**src/rtl/weight_update_scheduler_pkg.sv**
```systemverilog
// Shared types and width helpers for the weight update scheduler.
// Defaults below describe the standard 5x5, 16-bit configuration.
package weight_update_scheduler_pkg;

    typedef enum logic [2:0] {
        ST_IDLE,
        ST_READ,
        ST_WAIT_RD,
        ST_OFFER,
        ST_WAIT_RES,
        ST_WRITE,
        ST_DONE
    } state_t;

    localparam int NEURON_NUM_DEF        = 5;
    localparam int WEIGHT_CELL_WIDTH_DEF = 16;
    localparam int MATRIX_WIDTH          = NEURON_NUM_DEF * NEURON_NUM_DEF * WEIGHT_CELL_WIDTH_DEF;

    function automatic int matrix_width(input int neurons, input int cell_width);
        return neurons * neurons * cell_width;
    endfunction

    // A disabled timeout still needs a 1-bit counter so the port-free logic stays legal.
    function automatic int timeout_width(input int cycles);
        return (cycles < 1) ? 1 : $clog2(cycles + 1);
    endfunction

endpackage

```
**src/rtl/weight_update_scheduler_request_skid.sv**
```systemverilog
// One-deep pending request slot: holds a layer index until the scheduler pops it.
// Push and pop in the same cycle replaces the held entry.
module weight_update_scheduler_request_skid #(
    parameter int W = 2
) (
    input  logic         clk,
    input  logic         rst,
    input  logic         i_push,
    input  logic [W-1:0] i_push_data,
    input  logic         i_pop,
    output logic         o_valid,
    output logic [W-1:0] o_data
);

    logic         r_valid;
    logic [W-1:0] r_data;

    always_ff @(posedge clk or posedge rst) begin
        if (rst) begin
            r_valid <= 1'b0;
            r_data  <= '0;
        end else if (i_push) begin
            r_valid <= 1'b1;
            r_data  <= i_push_data;
        end else if (i_pop) begin
            r_valid <= 1'b0;
        end
    end

    assign o_valid = r_valid;
    assign o_data  = r_data;

endmodule

```
**src/rtl/weight_update_scheduler.sv**
```systemverilog
// Serialises read / offer / collect / write-back of one layer's weight matrix
// around the weight updater's w and result handshakes.
//
//   state       | meaning
//   ------------+------------------------------------------------
//   ST_IDLE     | no update in flight, waiting for a request
//   ST_READ     | memory read strobe for cur_layer
//   ST_WAIT_RD  | capture read data into w
//   ST_OFFER    | w_valid high until the updater takes w
//   ST_WAIT_RES | result_ready high, timeout counter running
//   ST_WRITE    | write updated matrix back to cur_layer
//   ST_DONE     | completion pulse with error/timeout flags
module weight_update_scheduler
    import weight_update_scheduler_pkg::*;
#(
    parameter int NEURON_NUM        = 5,
    parameter int WEIGHT_CELL_WIDTH = 16,
    parameter int LAYER_ADDR_WIDTH  = 2,
    parameter int TIMEOUT_CYCLES    = 1024
) (
    input  logic                                                clk,
    input  logic                                                rst,
    input  logic [LAYER_ADDR_WIDTH-1:0]                         req_layer,
    input  logic                                                req_valid,
    output logic                                                req_ready,
    output logic                                                mem_rd_en,
    output logic [LAYER_ADDR_WIDTH-1:0]                         mem_rd_addr,
    input  logic [NEURON_NUM*NEURON_NUM*WEIGHT_CELL_WIDTH-1:0]  mem_rd_data,
    output logic                                                mem_wr_en,
    output logic [LAYER_ADDR_WIDTH-1:0]                         mem_wr_addr,
    output logic [NEURON_NUM*NEURON_NUM*WEIGHT_CELL_WIDTH-1:0]  mem_wr_data,
    output logic [NEURON_NUM*NEURON_NUM*WEIGHT_CELL_WIDTH-1:0]  w,
    output logic                                                w_valid,
    input  logic                                                w_ready,
    input  logic [NEURON_NUM*NEURON_NUM*WEIGHT_CELL_WIDTH-1:0]  result,
    input  logic                                                result_valid,
    output logic                                                result_ready,
    input  logic                                                upd_error,
    output logic                                                busy,
    output logic                                                done,
    output logic                                                done_error,
    output logic                                                done_timeout
);

    localparam int MW = matrix_width(NEURON_NUM, WEIGHT_CELL_WIDTH);
    localparam int CW = timeout_width(TIMEOUT_CYCLES);
    localparam logic [CW-1:0] TO_LAST = CW'((TIMEOUT_CYCLES > 0) ? TIMEOUT_CYCLES - 1 : 0);

    state_t                      r_state;
    state_t                      w_next;
    logic [LAYER_ADDR_WIDTH-1:0] r_cur_layer;
    logic [MW-1:0]               r_w;
    logic [MW-1:0]               r_wr_data;
    logic [CW-1:0]               r_cnt;
    logic                        r_err;
    logic                        r_to;

    logic                        w_req_acc;
    logic                        w_slot_valid;
    logic [LAYER_ADDR_WIDTH-1:0] w_slot_layer;
    logic                        w_start_point;
    logic                        w_start;
    logic [LAYER_ADDR_WIDTH-1:0] w_start_layer;
    logic                        w_pop;
    logic                        w_push;
    logic                        w_to_hit;

    assign req_ready     = !w_slot_valid;
    assign w_req_acc     = req_valid && req_ready;
    assign w_start_point = (r_state == ST_IDLE) || (r_state == ST_DONE);
    assign w_start       = w_start_point && (w_slot_valid || w_req_acc);
    assign w_start_layer = w_slot_valid ? w_slot_layer : req_layer;
    assign w_pop         = w_start_point && w_slot_valid;
    // A request arriving at a start point with an empty slot bypasses it.
    assign w_push        = w_req_acc && !(w_start_point && !w_slot_valid);
    assign w_to_hit      = (TIMEOUT_CYCLES != 0) && (r_cnt == TO_LAST);

    weight_update_scheduler_request_skid #(
        .W (LAYER_ADDR_WIDTH)
    ) u_skid (
        .clk         (clk),
        .rst         (rst),
        .i_push      (w_push),
        .i_push_data (req_layer),
        .i_pop       (w_pop),
        .o_valid     (w_slot_valid),
        .o_data      (w_slot_layer)
    );

    always_ff @(posedge clk or posedge rst) begin
        if (rst) r_state <= ST_IDLE;
        else     r_state <= w_next;
    end

    always_comb begin
        w_next       = r_state;
        mem_rd_en    = 1'b0;
        mem_wr_en    = 1'b0;
        w_valid      = 1'b0;
        result_ready = 1'b0;
        done         = 1'b0;
        done_error   = 1'b0;
        done_timeout = 1'b0;
        case (r_state)
            ST_IDLE:     if (w_start) w_next = ST_READ;
            ST_READ: begin
                mem_rd_en = 1'b1;
                w_next    = ST_WAIT_RD;
            end
            ST_WAIT_RD:  w_next = ST_OFFER;
            ST_OFFER: begin
                w_valid = 1'b1;
                if (w_ready) w_next = ST_WAIT_RES;
            end
            ST_WAIT_RES: begin
                result_ready = 1'b1;
                if (result_valid)  w_next = ST_WRITE;
                else if (w_to_hit) w_next = ST_DONE;
            end
            ST_WRITE: begin
                mem_wr_en = 1'b1;
                w_next    = ST_DONE;
            end
            ST_DONE: begin
                done         = 1'b1;
                done_error   = r_err;
                done_timeout = r_to;
                w_next       = w_start ? ST_READ : ST_IDLE;
            end
            default:     w_next = ST_IDLE;
        endcase
    end

    always_ff @(posedge clk or posedge rst) begin
        if (rst) begin
            r_cur_layer <= '0;
            r_w         <= '0;
            r_wr_data   <= '0;
            r_cnt       <= '0;
            r_err       <= 1'b0;
            r_to        <= 1'b0;
        end else begin
            if (w_start) r_cur_layer <= w_start_layer;
            if (r_state == ST_WAIT_RD) r_w <= mem_rd_data;

            if (r_state == ST_OFFER && w_ready)
                r_cnt <= '0;
            else if (r_state == ST_WAIT_RES && !result_valid)
                r_cnt <= r_cnt + 1'b1;

            if (r_state == ST_WAIT_RES && result_valid) begin
                r_wr_data <= result;
                r_err     <= upd_error;
            end else if (r_state == ST_WAIT_RES && w_to_hit) begin
                r_to <= 1'b1;
            end

            if (r_state == ST_DONE) begin
                r_err <= 1'b0;
                r_to  <= 1'b0;
            end
        end
    end

    assign busy        = (r_state != ST_IDLE);
    assign mem_rd_addr = mem_rd_en ? r_cur_layer : '0;
    assign mem_wr_addr = mem_wr_en ? r_cur_layer : '0;
    assign mem_wr_data = r_wr_data;
    assign w           = r_w;

endmodule

```
**config.mk**
```make
export PLATFORM = sky130hd
export DESIGN_NAME = weight_update_scheduler
export DESIGN_NICKNAME = d
export VERILOG_FILES = /design/src/rtl/weight_update_scheduler_pkg.sv /design/src/rtl/weight_update_scheduler_request_skid.sv /design/src/rtl/weight_update_scheduler.sv
export SDC_FILE = /design/constraint.sdc
export NUM_CORES = 2
export LEC_CHECK = 0
export ABC_AREA = 1
export BUFFER_PORTS_ARGS = -buffer_cell sky130_fd_sc_hd__buf_2
export CAP_MARGIN = 20
export CORE_AREA = 5 5 627 629
export CTS_BUF_LIST = sky130_fd_sc_hd__clkbuf_4 sky130_fd_sc_hd__clkbuf_8 sky130_fd_sc_hd__clkbuf_16
export CTS_CLUSTER_SIZE = 25
export DETAILED_ROUTE_END_ITERATION = 12
export DIE_AREA = 0 0 632 634
export SLEW_MARGIN = 15
export SYNTH_ARGS = -nofsm -noshare
export SYNTH_HDL_FRONTEND = slang
export SYNTH_SLANG_ARGS = --single-unit
```
**constraint.sdc**
```tcl
create_clock -name clk -period 27.1 [get_ports clk]
set_input_delay 2.71 -clock clk [delete_from_list [all_inputs] [get_ports clk]]
set_output_delay 2.71 -clock clk [all_outputs]
set_load 0.05 [all_outputs]
```
==> impl_metrics.toml <==
[worst_setup_path]
cp.required_ns = 27.92
cp.arrival_ns = 7.36
crit_type = "primary input to async pin"
critPathLaunchType = "primary input"
r2r_slack_ns = 22.22
worst-path-max-fanout = 91
crit_path_end_kind = "async pin"
r2r_cells = 9
r2r-end = "mem_wr_data[369]$_DFFE_PP0P_"
r2r_start = "r_state[1]$_DFFE_PP0P_"

[floorplanning]
die_w_um = 632
boundaryPins = 1621
start_util_pct = 8.27
rows = 229
dieArea_um2 = 401000
core_area_um2 = 387000
die-height_um = 634

[logic_synthesis]
synth_seq_cells = 821
ys_types = 25
postSynthCellCount = 2703
synth.avg_cell_area_um2 = 11.9
syn-cell-area_um2 = 32000
yosysWarningCount = 0
synth.top_cells.by_area = "dfrtp_1, nand2_1, mux2_4, mux2_1, buf_6"
synth_top_area_share_pct = 64.1
synth_seq_area_share_pct = 64.1
syn_nets = 3512
yosysTopAreaCell = "dfrtp_1"

[finish]
instances_no_fill = 9816
final_cell_mix = "buf_2, nand2_1, dfrtp_1"
stdcell_area_um2 = 50200
layout_commonest_cell = "buf_2"
area_growth_pct = 56.6
layout-drive-gt1-share_pct = 46.3
nets = 5139
n_fill_cell = 44500
finish.utilization_pct = 12.9

[cts]
clock_path_buffers = 4
cts_tree = "done"
ctsHoldBuffers = 0
clkTransAtPathRegs_ns = 0.06
post_cts_buffers = 0
cts_resized = 0
htreeDepth = 3
cts.sinks = 821
clock_latency_ns = 0.92
cts_buffers = 112
cts_root_buffer = "clkbuf_16"

[placed_design]
dp_hpwl_um = 324000
dp.cells = 9412
place_congestion = 0.881
io_buffers = 1620
place_area_um2 = 45700

[timing]
finalCriticalPeriod_ns = 6.54
fin_crit_sh_pct = 24.1
fmax_ghz = 0.153
rsz0062_at_grt = "false"
fin_tns_setup_ns = 0
slew_headroom_pct = 22.4
tightest_slew_ns = 1.16
hold_viol_final = 0
final-setup-viol-count = 0
slew_violations = 0
fin_worst_skew_ns = 0.131

[power]
power_switching_mw = 5.01
p_sw_share_pct = 57.1
leakage_nw = 24.9
power.share.combinational_pct = 57.1
clkPwrFrac_pct = 18.4
seqPwrFrac_pct = 24.5
total_power_mw = 8.78
powerDensity_nw_per_um2 = 175
ir_drop_mv = 0.0704
p_int_mw = 3.77

[detailed_routing]
avgRoutedWirePerCell_um = 36.9
ant_nets = 0
via_per_inst = 3.00
wirelength_um = 362000
vias = 29400
drc = 0
first_iter_violations = 2162
firstDrtPassIters = 5

[outcome]
status = "finished clean"

[global_route]
grt_max_degree = 178
grt_use_total_pct = 17.3
grt_pass1_vias = 27900
grt_pass1_wl_um = 420000
antenna_found_initial = 577
grt-ovfl-total = 0

[min_path]
hp-class = "flip-flop to flip-flop"
holdPathStages = 2
hold_start = "mem_wr_data[58]$_DFFE_PP0P_"
min_to = "mem_wr_data[58]$_DFFE_PP0P_"

[flow_run]
cap_violations = 0
==> worst max path at each step <==
stage | start | to | slack, ns | depth (start not counted)
final | rst | mem_wr_data[347]$_DFFE_PP0P_ | 20.56 | 7
after global routing | rst | mem_wr_data[2]$_DFFE_PP0P_ | 19.82 | 7
after CTS | rst | mem_wr_data[20]$_DFFE_PP0P_ | 20.39 | 7
after detailed placement | rst | mem_wr_data[342]$_DFFE_PP0P_ | 19.45 | 7
after global placement | rst | mem_wr_data[342]$_DFFE_PP0P_ | 19.61 | 7
after floorplan | rst | mem_wr_data[0]$_DFFE_PP0P_ | 1.33 | 1
==> power by group through the flow <==
stage               sequential (mW)  clock [mW]  combinational, mW
global placement               2.13           0               5.12
detailed placement             2.15           0               5.13
global route                   2.22        1.72               5.22
finish                         2.15        1.62               5.02
CTS                            2.14        1.68               5.14
floorplan                      4.16           0              0.981
==> area by class of cell <==
cell class | count | area (µm²) | area share (%)
clock buffers | 156 | 3240 | 6.47
inverters | 32 | 135 | 0.269
well taps | 5197 | 6500 | 13.0
flip-flops and latches | 821 | 20500 | 41.0
clock inverters | 47 | 653 | 1.30
multi-input cells | 1718 | 10200 | 20.4
repair buffers | 1645 | 8340 | 16.6
diodes | 200 | 500 | 0.998
==> flip-flops by register name, summed over array words and instances (netlist names) <==
register,flops
u_skid.o_valid,1
r_cnt,11
mem_wr_data,400
u_skid.o_data,2
r_to,1
r_cur_layer,2
w,400
r_err,1
r_state,3
==> cells in the mapped netlist <==
library cell,number
nand2_1,1244
nand3_1,9
ha_1,1
nor3_1,2
buf_2,42
buf_4,10
or2_2,1
a22o_1,1
mux2_2,11
xor2_1,1
o21bai_1,1
nor2_2,1
inv_2,2
nand2_2,2
nor2_1,32
dfrtp_1,821
inv_1,30
nand3b_1,1
mux2_1,210
mux2_4,179
o21ai_0,11
a21oi_1,6
clkbuf_1,3
nand4_1,5
buf_6,77
==> per-layer routing <==
metal  GRT usage [%]  vias to the layer above  wire (µm)
li1                -                    12100          -
met1            14.4                    14000     102000
met2            29.1                     2119     173000
met3            15.0                      965      67000
met4            7.02                      200      18200
met5               0                        -       1230
==> kinds of logic after synthesis <==
kind of cell             after synthesis  share of synthesized area, %
AO/OA/AOI/OAI                         19                         0.316
flip-flops                           821                          64.1
buffers and inverters                164                          4.01
adder cells (fa/ha/maj)                1                        0.0391
AND/OR/NAND/NOR                     1297                          15.3
XOR/XNOR                               1                        0.0273
multiplexers                         400                          16.2
==> worst max-delay path, stage by stage <==
cell	delay, ns
buf_2	0.13
inv_8	0.44
buf_4	0.80
buf_4	0.68
buf_4	0.65
buf_4	0.71
buf_4	0.82
==> stage by stage <==
stage	setup slack (ns)	hold WS [ns]
2_1_floorplan	1.33	0.453
3_3_place_gp	19.61	0.456
3_5_place_dp	19.45	0.460
4_1_cts	20.39	0.476
5_1_grt	19.82	0.483
6_report	20.56	0.475
No activity file was read; power rests on OpenSTA's default activity.
